`config.mk`:
```
export PLATFORM = sky130hd
export DESIGN_NAME = channel_cmd_arbiter
export DESIGN_NICKNAME = d
export VERILOG_FILES = /design/src/rtl/channel_arb_pkg.sv /design/src/rtl/rr_priority_picker.sv /design/src/rtl/channel_cmd_arbiter.sv
export SDC_FILE = /design/constraint.sdc
export NUM_CORES = 1
export LEC_CHECK = 0
export BUFFER_PORTS_ARGS = -buffer_cell sky130_fd_sc_hd__buf_2
export CAP_MARGIN = 20
export CELL_PAD_IN_SITES_DETAIL_PLACEMENT = 0
export CELL_PAD_IN_SITES_GLOBAL_PLACEMENT = 1
export CORE_ASPECT_RATIO = 0.7
export CORE_MARGIN = 3
export CORE_UTILIZATION = 32
export DETAILED_ROUTE_END_ITERATION = 8
export PLACE_DENSITY_LB_ADDON = 0.2
export SLEW_MARGIN = 20
export SYNTH_ARGS = -nofsm -noshare
export SYNTH_HDL_FRONTEND = slang
export SYNTH_SLANG_ARGS = --single-unit
```
`constraint.sdc`:
```
create_clock -name clk -period 1.7 [get_ports clk]
set_clock_uncertainty 0.15 [all_clocks]
set_input_delay 0.34 -clock clk [delete_from_list [all_inputs] [get_ports clk]]
set_output_delay 0.34 -clock clk [all_outputs]
set_load 0.1 [all_outputs]
```
`src/rtl/channel_arb_pkg.sv`:
```
// Shared types and constants for the channel command arbiter.
// Holds the FSM encoding, the clog2 helper and the default command widths.
package channel_arb_pkg;

    typedef enum logic [1:0] {
        IDLE     = 2'd0,
        WAIT_ACK = 2'd1,
        DONE     = 2'd2
    } arb_state_e;

    localparam int DEFAULT_ADDR_W = 4;
    localparam int DEFAULT_DATA_W = 4;

    // Ceiling log2, never returns less than 1 so it can size index fields directly.
    function automatic int clog2(input int value);
        int result;
        int v;
        result = 0;
        v      = value - 1;
        while (v > 0) begin
            result = result + 1;
            v      = v >> 1;
        end
        if (result < 1) begin
            result = 1;
        end
        return result;
    endfunction

endpackage

```
`src/rtl/rr_priority_picker.sv`:
```
// Combinational round-robin search: finds the first set request bit at or
// after the pointer, wrapping modulo NREQ.
module rr_priority_picker
    import channel_arb_pkg::*;
#(
    parameter int NREQ  = 4,
    parameter int IDX_W = clog2(NREQ)
) (
    input  logic [NREQ-1:0]  req,
    input  logic [IDX_W-1:0] pointer,
    output logic             found,
    output logic [IDX_W-1:0] index
);

    logic [IDX_W:0] k;

    // Scan from the farthest offset down so the closest candidate is written last.
    always_comb begin
        found = 1'b0;
        index = '0;
        k     = '0;
        for (int i = NREQ - 1; i >= 0; i--) begin
            k = {1'b0, pointer} + (IDX_W + 1)'(i);
            if (k >= (IDX_W + 1)'(NREQ)) begin
                k = k - (IDX_W + 1)'(NREQ);
            end
            if (req[k[IDX_W-1:0]]) begin
                found = 1'b1;
                index = k[IDX_W-1:0];
            end
        end
    end

endmodule

```
`src/rtl/channel_cmd_arbiter.sv`:
```
// Round-robin arbiter sharing the channel processor command port between
// NREQ requesters, with ack/timeout completion reported back as done/err pulses.
module channel_cmd_arbiter
    import channel_arb_pkg::*;
#(
    parameter int NREQ    = 4,
    parameter int ADDR_W  = DEFAULT_ADDR_W,
    parameter int DATA_W  = DEFAULT_DATA_W,
    parameter int TIMEOUT = 15
) (
    input  logic                     clk,
    input  logic                     rst,
    input  logic [NREQ-1:0]          req,
    input  logic [NREQ*ADDR_W-1:0]   req_addr,
    input  logic [NREQ*DATA_W-1:0]   req_data,
    output logic [NREQ-1:0]          req_done,
    output logic [NREQ-1:0]          req_err,
    output logic                     cp_valid,
    output logic [ADDR_W-1:0]        cp_address,
    output logic [DATA_W-1:0]        cp_data,
    input  logic                     cp_ack,
    output logic [clog2(NREQ)-1:0]   grant_id,
    output logic                     busy
);

    localparam int IDX_W = clog2(NREQ);
    localparam int CNT_W = (TIMEOUT > 1) ? clog2(TIMEOUT) : 1;
    localparam logic [CNT_W-1:0] CNT_LAST = CNT_W'((TIMEOUT > 0) ? TIMEOUT - 1 : 0);

    arb_state_e          state_q, state_d;
    logic [IDX_W-1:0]    ptr_q, ptr_d;
    logic [IDX_W-1:0]    grant_q, grant_d;
    logic [CNT_W-1:0]    cnt_q, cnt_d;
    logic                cp_valid_q, cp_valid_d;
    logic [ADDR_W-1:0]   cp_addr_q, cp_addr_d;
    logic [DATA_W-1:0]   cp_data_q, cp_data_d;
    logic [NREQ-1:0]     done_q, done_d;
    logic [NREQ-1:0]     err_q, err_d;
    logic                busy_q, busy_d;

    logic                pick_found;
    logic [IDX_W-1:0]    pick_idx;

    logic [ADDR_W-1:0]   addr_arr [NREQ];
    logic [DATA_W-1:0]   data_arr [NREQ];

    for (genvar gi = 0; gi < NREQ; gi++) begin : g_unpack
        assign addr_arr[gi] = req_addr[gi*ADDR_W +: ADDR_W];
        assign data_arr[gi] = req_data[gi*DATA_W +: DATA_W];
    end

    rr_priority_picker #(
        .NREQ  (NREQ),
        .IDX_W (IDX_W)
    ) u_picker (
        .req     (req),
        .pointer (ptr_q),
        .found   (pick_found),
        .index   (pick_idx)
    );

    always_comb begin
        state_d    = state_q;
        ptr_d      = ptr_q;
        grant_d    = grant_q;
        cnt_d      = cnt_q;
        cp_valid_d = cp_valid_q;
        cp_addr_d  = cp_addr_q;
        cp_data_d  = cp_data_q;
        done_d     = '0;
        err_d      = '0;

        case (state_q)
            IDLE: begin
                if (pick_found) begin
                    grant_d    = pick_idx;
                    cp_addr_d  = addr_arr[pick_idx];
                    cp_data_d  = data_arr[pick_idx];
                    cp_valid_d = 1'b1;
                    cnt_d      = '0;
                    state_d    = WAIT_ACK;
                end
            end
            WAIT_ACK: begin
                // Ack is tested first so it wins over a timeout expiring in the same cycle.
                if (cp_ack) begin
                    cp_valid_d      = 1'b0;
                    done_d[grant_q] = 1'b1;
                    state_d         = DONE;
                end else if ((TIMEOUT != 0) && (cnt_q == CNT_LAST)) begin
                    cp_valid_d     = 1'b0;
                    err_d[grant_q] = 1'b1;
                    state_d        = DONE;
                end else begin
                    cnt_d = cnt_q + CNT_W'(1);
                end
            end
            DONE: begin
                ptr_d   = (grant_q == IDX_W'(NREQ - 1)) ? '0 : grant_q + IDX_W'(1);
                state_d = IDLE;
            end
            default: begin
                state_d    = IDLE;
                cp_valid_d = 1'b0;
            end
        endcase

        busy_d = (state_d != IDLE);
    end

    always_ff @(posedge clk or negedge rst) begin
        if (!rst) begin
            state_q    <= IDLE;
            ptr_q      <= '0;
            grant_q    <= '0;
            cnt_q      <= '0;
            cp_valid_q <= 1'b0;
            cp_addr_q  <= '0;
            cp_data_q  <= '0;
            done_q     <= '0;
            err_q      <= '0;
            busy_q     <= 1'b0;
        end else begin
            state_q    <= state_d;
            ptr_q      <= ptr_d;
            grant_q    <= grant_d;
            cnt_q      <= cnt_d;
            cp_valid_q <= cp_valid_d;
            cp_addr_q  <= cp_addr_d;
            cp_data_q  <= cp_data_d;
            done_q     <= done_d;
            err_q      <= err_d;
            busy_q     <= busy_d;
        end
    end

    assign req_done   = done_q;
    assign req_err    = err_q;
    assign cp_valid   = cp_valid_q;
    assign cp_address = cp_addr_q;
    assign cp_data    = cp_data_q;
    assign grant_id   = grant_q;
    assign busy       = busy_q;

endmodule

```
==> summary.txt <==
Critical path
  • Worst EP required: 1690 ps
  • WP buf/inv: 1
  • CP arrival: 1760 ps
  • Worst r2r path cells: 5
  • Slowest cell on the critical path: dfrtp_2
  • Crit-path cells: mux2i_1, a211o_2, clkbuf_16, mux2i_1, o221ai_1
  • Reg-to-reg setup timing slack: -70 ps
  • Worst-path maximum fanout: 8
  • Worst path depth: 5
  • Crit path top cell by count: mux2i_1
  • Max stage delay on crit path: 450 ps
  • Critical Path Source Type: flip-flop
  • FF-to-FF End: cp_data[2]
  • Worst R2R Start: ptr_q[1]
  • CP top delay family: compound AO/OA/AOI/OAI gates
  • Critical path class: flip-flop to flip-flop
  • Critical Path Sink Type: flip-flop

Synth
  • Share of the synthesized area in the top cell type: 49.8%
  • Leading area contributor after synthesis: dfrtp_1
  • Main combinational cell family by area after synthesis: simple AND/OR/NAND/NOR gates
  • Most frequent cell after synthesis: dfrtp_1
  • Synth Register Bits: 28
  • Simple-Gate Fraction of Synth Area: 16.7%
  • Syn nets: 174
  • Predominant post-synthesis flop cell: dfrtp_1
  • XOR/XNOR Fraction of Synth Area: 1.25%
  • Async S/R FF share, synth: 100%
  • Post-Synth Adder-Cell Area: 5.34%
  • Synth Warn #: 0
  • Synth cell types: 30
  • Synth Cell Area: 1410 µm²
  • Mux cell area share after synthesis: 12.9%
  • Post-synthesis sequential area ratio: 49.8%
  • EDFF count, synth: 0
  • Post-Synthesis Cells: 129
  • Post-synth top cells: 28 x dfrtp_1, 17 x mux2i_1, 17 x nand2_1
  • Ranking of synthesized cells by area: dfrtp_1 50%, mux2i_1 12%, ha_1 5.3%, o221ai_1 5.0%, nand2_1 4.5%
  • Mean post-synth cell area: 10.9 µm²
  • Post-synthesis compound-gate area fraction: 10.1%

Timing
  • Setup-failing EPs final: 8
  • Max_slew headroom: 59.5%
  • RSZ-0062 raised after global routing: true
  • Min setup slack post-route: -72.2 ps
  • Fin crit share: 104%
  • Endpoints failing hold: 0
  • Slew Limit Fails: 0
  • Minimum clock period: 1770 ps
  • Max Freq: 564 MHz
  • Slew @ Worst Pin: 607 ps

Placement
  • Port buffer count: 58
  • DP HPWL: 2.66 mm
  • Cell Area, Placed: 1810 µm²
  • Gpl congestion: 0.773
  • Placed Cells: 245

Min path
  • Hold Path Depth: 2
  • Hold_sp: cp_ack
  • HP Class: primary input to flip-flop
  • Hold endpoint: req_done[2]

Global routing
  • Initial antenna violation count: 0
  • Vias in the first global route: 1170
  • GR met1 Demand/Resource: 17.5%
  • Met3 GRT Util: 4.28%
  • Total gr overflow: 0
  • GR peak layer: met2
  • Met2 Use GR: 22.2%
  • First-pass GRT wire length: 5.49 mm
  • Gr usage total: 13.5%
  • Largest net degree at the start of global routing: 29

Final layout
  • Fillers: 385
  • Area growth, synth to finish: 43.1%
  • Flip-flop and latch area: 704 µm²
  • Layout cells sized above 1: 46.3%
  • Ant. Diodes: 0
  • Share of the core filled with cells: 49.5%
  • Nets: 249
  • Multi-input logic area: 718 µm²
  • Final Cell Area: 2010 µm²
  • Non-Filler Instances: 255

Status
  • Violated checks: negative setup slack
  • Status: finished with violations

Power and ir drop
  • Pwr Total: 3950 µW
  • Worst vdd ir: 1370 µV
  • Pleak: 0.00106 µW
  • Power density cells: 1960 nW/µm²

Routing
  • DR vias/cell: 5.00
  • DRC: 0
  • Routed len/inst: 14.2 µm
  • Post-route ant nets: 0
  • DR iter-0 viols: 24
  • Drt first pass iters: 4
  • Vias: 1276
  • Final wirelength: 3.62 mm

Clock network
  • H-tree depth: 1
  • CTS tree: yes
  • Clock buffer depth: 2
  • Clock Sinks: 28
  • Clk_lat worst skew: 280 ps
  • Worst-path clk slew: 90 ps
  • Clk root buf: clkbuf_8
  • CTS buffer count: 3

Floorplan
  • Core Area: 4070 µm²
  • Die width: 85.2 µm
  • Row Count: 19
  • IO Count: 59
  • Initial Util: 34.6%
  • Area of the die: 5240 µm²
  • Die height: 61.5 µm

Run
  • Max-cap violation count: 0
-- flip-flops by register name, summed over array words and instances (netlist names) --
signal      cells
busy            1
cnt_q           4
req_done        4
req_err         4
grant_id        2
cp_valid        1
cp_data         4
cp_address      4
ptr_q           2
state_q         2
-- worst register-to-register path, delay by kind of cell (launching register included) --
family	cells	cell delay, ps
AO/OA/AOI/OAI	2	550
buffers and inverters	1	200
flip-flops	1	450
multiplexers	2	280
-- layout by cell type, fill, tap and decap left out, types with 2 or more instances in the layout --
master | synthesis | final
nand2_1 | 17 | 17
ha_1 | 6 | 6
xor2_1 | 2 | 2
inv_1 | 4 | 4
dfrtp_2 | 0 | 3
buf_2 | 1 | 58
o221ai_2 | 0 | 2
mux2i_1 | 17 | 13
nor2_1 | 7 | 7
nand3_1 | 3 | 3
and3_1 | 4 | 4
clkbuf_8 | 0 | 3
buf_4 | 0 | 11
and2_1 | 5 | 5
nor3_1 | 2 | 2
nand2b_1 | 3 | 2
o21ai_2 | 0 | 2
clkbuf_16 | 0 | 2
dfrtp_1 | 28 | 25
mux2i_2 | 0 | 3
o221ai_1 | 8 | 6
o21ai_0 | 5 | 4
-- area by class of cell --
| class | instances | area share [%] |
|---|---|---|
| clock buffers | 4 | 2.24 |
| inverters | 4 | 0.746 |
| multi-input cells | 93 | 35.7 |
| flip-flops and latches | 28 | 35.0 |
| well taps | 52 | 3.23 |
| repair buffers | 74 | 23.1 |
-- cells by family (layout without fill, tap and decap cells) --
kind of cell,Yosys count,after routing
and+or+nand+nor,47,47
AOI/OAI and AO/OA,20,20
buffers and inverters,8,82
muxes,18,18
DFF,28,28
adders and majority gates,6,6
xor gates and xnor gates,2,2
-- where the power goes --
part	internal [µW]	total [µW]	switching, µW
combinational	755	2550	1800
clock	168	363	195
sequential	886	1030	147
-- timing repair --
item / CTS / global route
hold buffers: 1 / 0
resized for setup: 7 / 11
pin swaps: 0 / 3
setup endpoints to repair: 8 / 9
setup buffers: 1 / 2
cloned: 0 / 2
hold endpoints to repair: 28 / 0
-- how the worst max path moves through the flow --
stage / startpoint / to / slack (ps)
detailed placement: req[1] / cp_data[3] / -80
global route: ptr_q[1] / cp_data[2] / -160
global placement: req[3] / cp_address[0] / 6
finish: ptr_q[1] / cp_data[2] / -70
floorplan: ptr_q[1] / cp_address[0] / 50
CTS: ptr_q[1] / cp_address[1] / -30
-- through the flow --
step | hold WS, ps | TNS, ps | worst slack [ps]
finish | 222 | -417 | -72.2
global route | 219 | -1030 | -155
CTS | 221 | -49.8 | -25.5
detailed placement | 246 | -519 | -81.8
global placement | 238 | 0 | 5.80
floorplan | -106 | 0 | 53.2
-- layer usage --
metal | part of all wire, % | vias to the layer above
li1 | - | 606
met1 | 43 | 635
met4 | 0.91 | 0
met2 | 50 | 32
met5 | 0 | -
met3 | 6.1 | 3
Note: power is estimated with default switching activity, not from simulation.
